===== config.mk =====
export PLATFORM = sky130hd
export DESIGN_NAME = uart_bus_bridge
export DESIGN_NICKNAME = d
export VERILOG_FILES = /design/src/rtl/bridge_pkg.sv /design/src/rtl/uart_bus_bridge.sv
export SDC_FILE = /design/constraint.sdc
export NUM_CORES = 1
export LEC_CHECK = 0
export ABC_AREA = 1
export BUFFER_PORTS_ARGS = -buffer_cell sky130_fd_sc_hd__buf_2
export CELL_PAD_IN_SITES_DETAIL_PLACEMENT = 0
export CELL_PAD_IN_SITES_GLOBAL_PLACEMENT = 2
export CORE_MARGIN = 10
export CORE_UTILIZATION = 31
export CTS_CLUSTER_DIAMETER = 60
export DETAILED_ROUTE_END_ITERATION = 6
export PLACE_DENSITY = 0.81
export SYNTH_ARGS = -nofsm -noshare
export SYNTH_HDL_FRONTEND = slang
export SYNTH_SLANG_ARGS = --single-unit

===== constraint.sdc =====
create_clock -name clk -period 3.7 [get_ports clk]
set_input_delay 0.74 -clock clk [delete_from_list [all_inputs] [get_ports clk]]
set_output_delay 0.74 -clock clk [all_outputs]
set_load 0.01 [all_outputs]

===== src/rtl/bridge_pkg.sv =====
// Shared constants and state encoding for the UART-to-memory-bus debug bridge.
package bridge_pkg;

    localparam logic [7:0] CMD_WR  = 8'h57;
    localparam logic [7:0] CMD_RD  = 8'h52;
    localparam logic [7:0] RSP_ACK = 8'h06;
    localparam logic [7:0] RSP_NAK = 8'h15;

    typedef enum logic [2:0] {
        IDLE,
        ADDR,
        DATA,
        BUS,
        RESP
    } state_e;

endpackage


===== src/rtl/uart_bus_bridge.sv =====
// Parses 'W'/'R' commands from a UART byte stream, runs one word access on the
// SoC valid/ready bus and answers with read data or an ACK/NAK byte.
module uart_bus_bridge #(
    parameter int SYSTEM_CLK      = 50_000_000,
    parameter int TIMEOUT         = 1024,
    parameter int RX_IDLE_TIMEOUT = SYSTEM_CLK / 1000
) (
    input  logic        clk,
    input  logic        resetn,
    input  logic        rx_valid,
    input  logic [7:0]  rx_data,
    output logic        tx_valid,
    output logic [7:0]  tx_data,
    input  logic        tx_ready,
    output logic        bus_req,
    output logic        mem_valid,
    input  logic        mem_ready,
    output logic [31:0] mem_addr,
    output logic [31:0] mem_wdata,
    output logic [3:0]  mem_wstrb,
    input  logic [31:0] mem_rdata,
    output logic        busy
);
    import bridge_pkg::*;

    localparam int TW = $clog2(TIMEOUT + 1);
    localparam int IW = $clog2(RX_IDLE_TIMEOUT + 1);

    state_e        state_q, state_d;
    logic [1:0]    cnt_q, cnt_d;
    logic [IW-1:0] idle_q, idle_d;
    logic [TW-1:0] tmo_q, tmo_d;
    logic [31:0]   addr_q, addr_d;
    logic [31:0]   sh_q, sh_d;
    logic          is_wr_q, is_wr_d;
    logic          multi_q, multi_d;
    logic          mem_valid_q, mem_valid_d;
    logic          bus_req_q, bus_req_d;
    logic [31:0]   mem_addr_q, mem_addr_d;
    logic [31:0]   mem_wdata_q, mem_wdata_d;
    logic [3:0]    mem_wstrb_q, mem_wstrb_d;
    logic          tx_valid_q, tx_valid_d;

    logic          launch, end_bus, rx_last, idle_exp;
    logic [31:0]   addr_shift, data_shift;

    always_comb begin
        state_d     = state_q;
        cnt_d       = cnt_q;
        idle_d      = idle_q;
        tmo_d       = tmo_q;
        addr_d      = addr_q;
        sh_d        = sh_q;
        is_wr_d     = is_wr_q;
        multi_d     = multi_q;
        mem_valid_d = mem_valid_q;
        bus_req_d   = bus_req_q;
        mem_addr_d  = mem_addr_q;
        mem_wdata_d = mem_wdata_q;
        mem_wstrb_d = mem_wstrb_q;
        tx_valid_d  = tx_valid_q;
        launch      = 1'b0;
        end_bus     = 1'b0;
        // Address arrives big-endian, data little-endian.
        addr_shift  = {addr_q[23:0], rx_data};
        data_shift  = {rx_data, sh_q[31:8]};
        rx_last     = (cnt_q == 2'd3);
        idle_exp    = (idle_q == IW'(RX_IDLE_TIMEOUT - 1));

        unique case (state_q)
            IDLE: begin
                if (rx_valid) begin
                    cnt_d  = '0;
                    idle_d = '0;
                    if (rx_data == CMD_WR || rx_data == CMD_RD) begin
                        is_wr_d = (rx_data == CMD_WR);
                        state_d = ADDR;
                    end else begin
                        sh_d       = {24'h0, RSP_NAK};
                        multi_d    = 1'b0;
                        tx_valid_d = 1'b1;
                        state_d    = RESP;
                    end
                end
            end
            ADDR: begin
                if (rx_valid) begin
                    addr_d = addr_shift;
                    idle_d = '0;
                    cnt_d  = cnt_q + 2'd1;
                    if (rx_last) begin
                        if (is_wr_q) state_d = DATA;
                        else         launch  = 1'b1;
                    end
                end else if (idle_exp) begin
                    state_d = IDLE;
                    idle_d  = '0;
                    cnt_d   = '0;
                end else begin
                    idle_d = idle_q + IW'(1);
                end
            end
            DATA: begin
                if (rx_valid) begin
                    sh_d   = data_shift;
                    idle_d = '0;
                    cnt_d  = cnt_q + 2'd1;
                    if (rx_last) launch = 1'b1;
                end else if (idle_exp) begin
                    state_d = IDLE;
                    idle_d  = '0;
                    cnt_d   = '0;
                end else begin
                    idle_d = idle_q + IW'(1);
                end
            end
            BUS: begin
                // Completion takes priority over the terminal timeout count.
                if (mem_ready) begin
                    end_bus = 1'b1;
                    if (is_wr_q) begin
                        sh_d    = {24'h0, RSP_ACK};
                        multi_d = 1'b0;
                    end else begin
                        sh_d    = mem_rdata;
                        multi_d = 1'b1;
                    end
                end else if (tmo_q == TW'(TIMEOUT - 1)) begin
                    end_bus = 1'b1;
                    sh_d    = {24'h0, RSP_NAK};
                    multi_d = 1'b0;
                end else begin
                    tmo_d = tmo_q + TW'(1);
                end
            end
            RESP: begin
                if (tx_valid_q && tx_ready) begin
                    if (!multi_q || cnt_q == 2'd3) begin
                        state_d    = IDLE;
                        tx_valid_d = 1'b0;
                        cnt_d      = '0;
                    end else begin
                        sh_d  = {8'h00, sh_q[31:8]};
                        cnt_d = cnt_q + 2'd1;
                    end
                end
            end
            default: state_d = IDLE;
        endcase

        if (launch) begin
            state_d     = BUS;
            cnt_d       = '0;
            tmo_d       = '0;
            mem_valid_d = 1'b1;
            bus_req_d   = 1'b1;
            mem_addr_d  = {addr_d[31:2], 2'b00};
            mem_wdata_d = is_wr_q ? sh_d : 32'h0;
            mem_wstrb_d = is_wr_q ? 4'hF : 4'h0;
        end

        if (end_bus) begin
            state_d     = RESP;
            cnt_d       = '0;
            tmo_d       = '0;
            mem_valid_d = 1'b0;
            bus_req_d   = 1'b0;
            tx_valid_d  = 1'b1;
        end
    end

    always_ff @(posedge clk) begin
        if (!resetn) begin
            state_q     <= IDLE;
            cnt_q       <= '0;
            idle_q      <= '0;
            tmo_q       <= '0;
            addr_q      <= '0;
            sh_q        <= '0;
            is_wr_q     <= 1'b0;
            multi_q     <= 1'b0;
            mem_valid_q <= 1'b0;
            bus_req_q   <= 1'b0;
            mem_addr_q  <= '0;
            mem_wdata_q <= '0;
            mem_wstrb_q <= '0;
            tx_valid_q  <= 1'b0;
        end else begin
            state_q     <= state_d;
            cnt_q       <= cnt_d;
            idle_q      <= idle_d;
            tmo_q       <= tmo_d;
            addr_q      <= addr_d;
            sh_q        <= sh_d;
            is_wr_q     <= is_wr_d;
            multi_q     <= multi_d;
            mem_valid_q <= mem_valid_d;
            bus_req_q   <= bus_req_d;
            mem_addr_q  <= mem_addr_d;
            mem_wdata_q <= mem_wdata_d;
            mem_wstrb_q <= mem_wstrb_d;
            tx_valid_q  <= tx_valid_d;
        end
    end

    assign tx_valid  = tx_valid_q;
    assign tx_data   = sh_q[7:0];
    assign bus_req   = bus_req_q;
    assign mem_valid = mem_valid_q;
    assign mem_addr  = mem_addr_q;
    assign mem_wdata = mem_wdata_q;
    assign mem_wstrb = mem_wstrb_q;
    assign busy      = (state_q != IDLE);

endmodule


==> impl_metrics.py, run 1 <==
metrics = {
    "placement": {
        "post_dp_cell_area_sq_um": 7690,
        "port_buffers": 122,
        "place_worst_setup_slack_ns": 0.997,
        "dp_hpwl_um": 14600,
        "routability_congestion": 0.797,
    },
    "worst_setup_path": {
        "critical_path.startpoint_type": "register",
        "flop2flop_setup_slack_ns": 1.34,
        "timing.setup.critical_path_class": "reg -> reg",
        "worst_path_most_repeated_cell": "nand2_1",
        "rr_worst_depth": 10,
        "worstSetupEndpoint": "mem_wdata[5]",
        "timing.rr.end": "mem_wdata[5]",
        "worst_setup_path_end_kind": "register",
        "critPathMaxFanout": 24,
        "critPathRequiredTime_ns": 4.07,
        "ff_to_ff_start": "cnt_q[0]",
        "slowest_stage": "o21ai_2",
        "path_cells": "ha_1, inv_1, nand2_1, inv_1, nand2_1, o21ai_2, a22oi_1, nand2_1, nand2_1, a21oi_1",
        "cp-startpoint": "cnt_q[0]",
        "timing.critical_path.arrival_ns": 2.73,
        "max_stage_delay_ns": 0.82,
    },
    "synthesis": {
        "synth_area_leaders": "dfxtp_1, nand2_1, a21oi_1",
        "yosys_register_bits": 163,
        "synthesis.yosys.warnings": 0,
        "synth_top_flop_cell": "dfxtp_1",
        "yosysUniqueCellTypes": 42,
        "synth_sequential_area_ratio_pct": 46.7,
        "edff_count_synth": 0,
        "syn_inst": 940,
        "postSynthAreaPerCell_sq_um": 7.43,
        "synthesis.area_sq_um": 6980,
        "postSynth.asyncResetShare_pct": 0,
        "area_fraction_of_the_dominant_cell_type_after_synthesis_pct": 46.7,
        "post-synth-top-area-cell": "dfxtp_1",
    },
    "clock_tree": {
        "cts_max_path_buffers": 2,
        "cts.repair.resized": 0,
        "clock_latency_ns": 0.43,
        "clock_tree.root_cell": "clkbuf_16",
        "numCtsBuffers": 17,
        "cts_hold_repair.buffers": 0,
        "clock_sink_count": 163,
        "clkTransAtPathRegs_ns": 0.07,
        "postCtsSetupBuffers": 0,
        "htree_levels": 4,
        "clock_tree_from_tritoncts": "built",
    },
    "die": {
        "ioPinCount": 125,
        "floorplan.core_area_sq_um": 22000,
        "row_count": 54,
        "die_w_um": 170,
        "dieArea_sq_um": 28900,
        "floorplan.die.height_um": 170,
        "initial_utilization_pct": 31.7,
    },
    "layout": {
        "syn_to_final_growth_pct": 19.2,
        "layout.cells.most_common": "nand2_1",
        "multi_input_area_sq_um": 3110,
        "final_net_count": 1080,
        "post_route_cells_drive_above_1_share_pct": 18.8,
        "fin_area_sq_um": 8320,
        "fill_cells": 2389,
        "antennaDiodeCount": 0,
        "regArea_sq_um": 3260,
        "layout.cells.most_common_list": "nand2_1, dfxtp_1, buf_2, nor2_1, a21oi_1",
    },
    "timing": {
        "post-route-period-util_pct": 63.9,
        "final_period_minus_worst_setup_slack_ns": 2.36,
        "smallest_setup_slack_after_layout_ns": 1.34,
        "hold-worst-slack_ns": 0.450,
        "max_slew_margin_vs_limit_pct": 30.9,
        "report.final.hold_viol_count": 0,
        "skew_ns": 0.0146,
        "setup-violations-final": 0,
        "timing.fmax_mhz": 423,
        "least_margin_pin_slew_ns": 1.04,
        "timing.final.max_slew_violations": 0,
        "fin_tns_setup_ns": 0,
        "grt_setup_unrepaired": "false",
    },
    "global_routing": {
        "grt_antenna_before_repair": 1,
        "number_of_global_route_vias_before_repair": 6283,
        "grt-ovfl-total": 0,
        "grt_max_degree": 64,
        "grt_first_pass_wirelength_um": 32700,
        "globalRouteTotalUtil_pct": 14.0,
    },
    "run": {
        "max_cap_violations": 0,
    },
    "routing": {
        "dr.pass1.iters": 6,
        "num_vias": 6279,
        "drt-initial-drc-count": 236,
        "via_per_inst": 4.74,
        "drt.antenna.violating_nets": 0,
        "drt_wl_total_um": 20200,
        "wl_per_cell_um": 15.3,
        "drc_errors": 0,
    },
    "min_path": {
        "timing.hold.worst.class": "reg -> reg",
    },
    "run_status": {
        "outcome": "completed",
    },
    "pwr": {
        "max-vdd-ir-drop_v": 0.000366,
        "power_density_nw_per_um2": 603,
        "fin_total_pwr_w": 0.00502,
        "power.leakage_nw": 3.45,
    },
}
==> state kept, by name, indices dropped and copies added (netlist names) <==
signal / flops
addr_q: 32
bus_req: 1
cnt_q: 2
idle_q: 16
is_wr_q: 1
mem_addr: 30
mem_wdata: 32
mem_wstrb: 1
multi_q: 1
sh_q: 32
state_q: 3
tmo_q: 11
tx_valid: 1
==> per-stage QoR <==
stage	cells	utilization [%]
2_1_floorplan	941	-
3_3_place_gp	1293	34.9
3_5_place_dp	1293	34.9
4_1_cts	1325	37.8
5_1_grt	1325	37.8
6_report	1325	37.8
==> area by class of cell <==
type,count,area share [%]
sequential,163,39.2
multi-input combinational,639,37.4
timing repair buffer,127,7.79
clock buffer,17,5.11
tap,280,4.21
inverter,84,3.85
clock inverter,15,2.47
==> power breakdown <==
| part | total [W] | internal (W) | switching, W |
|---|---|---|---|
| sequential | 0.00196 | 0.00187 | 0.0000879 |
| combinational | 0.00120 | 0.000319 | 0.000883 |
| clock | 0.00186 | 0.000990 | 0.000871 |
| total | 0.00502 | 0.00318 | 0.00184 |
==> synthesized netlist by cell type (3+ instances only) <==
library cell and instances:
nand2_2 5, clkbuf_1 23, xnor2_1 4, nand3_2 3, a21oi_1 94, nor3_1 10, buf_4 21, dfxtp_1 163
buf_2 10, ha_1 3, o21ai_0 66, nor2_4 4, inv_2 13, a22oi_1 20, o211ai_1 3, o21bai_1 4
nand2_1 215, nand3_1 17, a211oi_1 27, o21ai_1 20, nand4_1 6, o22ai_1 7, nor2_1 107, nor2_2 4
inv_1 70
==> worst min-delay path by stage <==
| stage | to | cells past startpoint | startpoint | slack, ns |
|---|---|---|---|---|
| after detailed placement | tmo_q[10] | 2 | tmo_q[10] | 0.44 |
| after global placement | tmo_q[10] | 2 | tmo_q[10] | 0.44 |
| after CTS | tmo_q[10] | 2 | tmo_q[10] | 0.45 |
| after floorplan | tmo_q[10] | 2 | tmo_q[10] | 0.42 |
| final | tmo_q[10] | 2 | tmo_q[10] | 0.45 |
| after global routing | mem_wdata[4] | 2 | mem_wdata[4] | 0.48 |
==> worst max-delay path: cells and delay by family (launching register included) <==
kind            cells  cell delay [ns]
compound gates      3             1.19
fa+ha+maj           1             0.22
simple gates        4             0.38
buf+inv             2             0.18
flops               1             0.33
==> routing by layer <==
metal | wire length (um) | track usage [%]
met1 | 9830 | 18.2
met3 | 1150 | 4.37
met5 | 13 | 0
met4 | 172 | 3.59
met2 | 9090 | 22.1
==> cells by family (layout without fill, tap and decap cells) <==
logic type	after synthesis	after routing	synth area share (%)
fa+ha+maj	3	3	0.537
xor+xnor	6	6	0.752
simple gates	379	379	22.8
flops	163	163	46.7
buf+inv	139	243	8.81
compound gates	249	249	20.4
other cells	1	2	0.0537
(Power assumes the default switching activity.)
==> run 2: changes to the inputs <==
--- a/config.mk
+++ b/config.mk
@@ -5,7 +5,7 @@
 export SDC_FILE = /design/constraint.sdc
 export NUM_CORES = 1
 export LEC_CHECK = 0
-export ABC_AREA = 1
+export ABC_AREA = 0
 export BUFFER_PORTS_ARGS = -buffer_cell sky130_fd_sc_hd__buf_2
 export CELL_PAD_IN_SITES_DETAIL_PLACEMENT = 0
 export CELL_PAD_IN_SITES_GLOBAL_PLACEMENT = 2
@@ -13,7 +13,7 @@
 export CORE_UTILIZATION = 31
 export CTS_CLUSTER_DIAMETER = 60
 export DETAILED_ROUTE_END_ITERATION = 6
-export PLACE_DENSITY = 0.81
+export PLACE_DENSITY = 0.79
 export SYNTH_ARGS = -nofsm -noshare
 export SYNTH_HDL_FRONTEND = slang
 export SYNTH_SLANG_ARGS = --single-unit
==> constraint.sdc (replaced) <==
create_clock -name clk -period 2 [get_ports clk]
set_input_delay 0.4 -clock clk [delete_from_list [all_inputs] [get_ports clk]]
set_output_delay 0.4 -clock clk [all_outputs]
set_load 0.01 [all_outputs]
==> run 2 against run 1 <==
Routed wire length grew 4.1%. Largest cell class is now multi-input gates. Largest power group unchanged. Highest routed layer is now met4. Non-clock buffer count grew 102. Area after synthesis grew 0.32%.
==> impl_metrics.py, run 2 <==
metrics = {
    "worst_setup_path": {
        "critPathRequiredTime_ns": 2.37,
        "ff_to_ff_start": "idle_q[11]",
        "rr_worst_depth": 6,
        "critPathMaxFanout": 5,
        "cp-startpoint": "idle_q[11]",
        "timing.setup.critical_path_class": "reg -> reg",
        "worst_setup_path_end_kind": "register",
        "worstSetupEndpoint": "cnt_q[1]",
        "timing.rr.end": "cnt_q[1]",
        "flop2flop_setup_slack_ns": 0.06,
        "critical_path.startpoint_type": "register",
        "timing.critical_path.arrival_ns": 2.30,
    },
    "timing": {
        "max_slew_margin_vs_limit_pct": 53.7,
        "smallest_setup_slack_after_layout_ns": 0.0638,
        "timing.fmax_mhz": 516,
        "timing.final.max_slew_violations": 0,
        "skew_ns": 0.0153,
        "least_margin_pin_slew_ns": 0.691,
        "grt_setup_unrepaired": "true",
        "setup-violations-final": 0,
        "post-route-period-util_pct": 96.8,
        "report.final.hold_viol_count": 0,
        "final_period_minus_worst_setup_slack_ns": 1.94,
    },
    "layout": {
        "final_net_count": 1002,
        "layout.cells.most_common": "dfxtp_1",
        "layout.cells.most_common_list": "dfxtp_1, buf_2, nor2_1, buf_4, nand2_1",
        "post_route_cells_drive_above_1_share_pct": 31.4,
        "antennaDiodeCount": 0,
        "fill_cells": 2221,
        "fin_area_sq_um": 9350,
        "syn_to_final_growth_pct": 33.5,
        "finalCoreUtilization_pct": 42.5,
    },
    "synthesis": {
        "synth-adder-area-share_pct": 0.536,
        "postSynthAreaPerCell_sq_um": 9.11,
        "synth_top_cells_by_count": "dfxtp_1, nor2_1, nand2_1",
        "postSynth.asyncResetShare_pct": 0,
        "yosys_register_bits": 163,
        "synth_most_common_cell": "dfxtp_1",
        "syn_inst": 769,
        "area_fraction_of_the_dominant_cell_type_after_synthesis_pct": 46.6,
        "combinational_family_with_the_most_area_after_synthesis": "compound AO/OA/AOI/OAI gates",
        "synth_area_leaders": "dfxtp_1, nor2_1, mux2i_1",
        "yosys.area_share.simple_pct": 19.9,
        "synth_top_flop_cell": "dfxtp_1",
        "synth-xor-area-share_pct": 2.13,
        "synth_mux_area_share_pct": 4.87,
        "synthesis.area_sq_um": 7010,
        "edff_count_synth": 0,
        "synth_sequential_area_ratio_pct": 46.6,
        "compound_gate_portion_of_the_synthesized_area_pct": 20.2,
        "yosysUniqueCellTypes": 74,
        "post-synth-top-area-cell": "dfxtp_1",
        "synthesis.yosys.warnings": 0,
    },
    "global_routing": {
        "globalRouteTotalUtil_pct": 14.3,
        "grt_first_pass_wirelength_um": 33200,
        "grt_antenna_before_repair": 0,
        "number_of_global_route_vias_before_repair": 6173,
        "grt_max_degree": 50,
        "grt-ovfl-total": 0,
    },
    "clock_tree": {
        "htree_levels": 4,
        "clock_tree.root_cell": "clkbuf_16",
        "clock_latency_ns": 0.44,
        "clock_tree_from_tritoncts": "built",
        "clock_sink_count": 163,
        "numCtsBuffers": 17,
        "cts_max_path_buffers": 2,
        "clkTransAtPathRegs_ns": 0.06,
    },
    "placement": {
        "port_buffers": 122,
        "post_dp_cell_area_sq_um": 8470,
        "dp_hpwl_um": 15500,
        "place_worst_setup_slack_ns": -0.307,
        "routability_congestion": 0.800,
    },
    "die": {
        "dieArea_sq_um": 29000,
        "ioPinCount": 125,
        "floorplan.core_area_sq_um": 22000,
        "row_count": 54,
        "die_w_um": 170,
        "initial_utilization_pct": 31.8,
        "floorplan.die.height_um": 170,
    },
    "min_path": {
        "timing.hold.worst.class": "in -> reg",
    },
    "routing": {
        "via_per_inst": 5.02,
        "drt_wl_total_um": 21100,
        "drt-initial-drc-count": 448,
        "drt.antenna.violating_nets": 0,
        "drc_errors": 0,
        "wl_per_cell_um": 16.9,
        "dr.pass1.iters": 5,
        "num_vias": 6256,
    },
    "pwr": {
        "max-vdd-ir-drop_v": 0.000632,
        "power_density_nw_per_um2": 1020,
        "power.leakage_nw": 3.73,
    },
    "run_status": {
        "outcome": "completed",
    },
    "run": {
        "max_cap_violations": 0,
    },
}
==> run 2: per-layer routing <==
layer  global-route usage (%)  part of all wire, %  wire length (um)  vias to the layer above
li1                         -                    -                 -                     3148
met3                     3.86                  4.9              1040                       16
met2                     22.0                   45              9460                      123
met4                     4.23                  1.1               227                        0
met1                     19.1                   49             10300                     2969
met5                        0                    0                 0                        -
==> run 2: logic make-up after synthesis <==
kind of cell | Yosys count
fa+ha+maj | 3
buf+inv | 72
simple gates | 283
other cells | 1
flops | 163
compound gates | 196
xor+xnor | 17
mux | 34
==> run 2: what timing repair did <==
| action | 4_1_cts | 5_1_grt |
|---|---|---|
| setup endpoints to repair | 26 | 71 |
| hold buffers | 0 | 0 |
| buffers inserted | 0 | 10 |
| pin swaps | 2 | 17 |
| gates cloned | 0 | 1 |
| resized for setup | 9 | 26 |
==> run 2: worst min-delay path by stage <==
stage | slack, ns | startpoint | end | cells after the start
floorplan | 0.45 | tmo_q[1] | tmo_q[1] | 2
global placement | 0.42 | mem_wdata[18] | mem_wdata[18] | 2
detailed placement | 0.42 | mem_wdata[19] | mem_wdata[19] | 2
CTS | 0.24 | mem_rdata[6] | sh_q[6] | 3
global route | 0.27 | mem_rdata[13] | sh_q[13] | 3
finish | 0.27 | mem_rdata[7] | sh_q[7] | 3
==> run 2: layout make-up <==
| type | count | area (sq um) | area share (%) |
|---|---|---|---|
| inverters | 8 | 31.3 | 0.334 |
| well taps | 280 | 350 | 3.75 |
| flip-flops and latches | 163 | 3270 | 35.0 |
| multi-input cells | 535 | 3500 | 37.4 |
| clock inverters | 14 | 174 | 1.86 |
| repair buffers | 229 | 1590 | 17.0 |
| clock buffers | 18 | 439 | 4.70 |
==> run 2: worst max-delay path, cell delays in order (launching register included) <==
cell	delay [ns]
dfxtp_2	0.32
or4b_4	0.55
nor4_4	0.31
buf_4	0.20
o21ai_4	0.07
a211o_1	0.31
a21oi_2	0.10
==> run 2: through the flow <==
| step | power (W) | hold WS (ns) | instances | setup TNS, ns |
|---|---|---|---|---|
| after floorplan | 0.00492 | 0.451 | 770 | 0 |
| after global placement | 0.00596 | 0.421 | 1204 | -1.61 |
| after detailed placement | 0.00597 | 0.425 | 1204 | -2.53 |
| after CTS | 0.00944 | 0.242 | 1236 | 0 |
| after global routing | 0.00997 | 0.275 | 1247 | -0.0814 |
| final | 0.00951 | 0.265 | 1247 | 0 |
==> run 2: power by group <==
group          leakage, nW  internal (W)  total (W)  switching (W)
Sequential            1.32       0.00336    0.00345      0.0000949
Combinational         2.12       0.00118    0.00263        0.00145
Clock                0.302       0.00201    0.00342        0.00141
Total                 3.73       0.00655    0.00951        0.00296
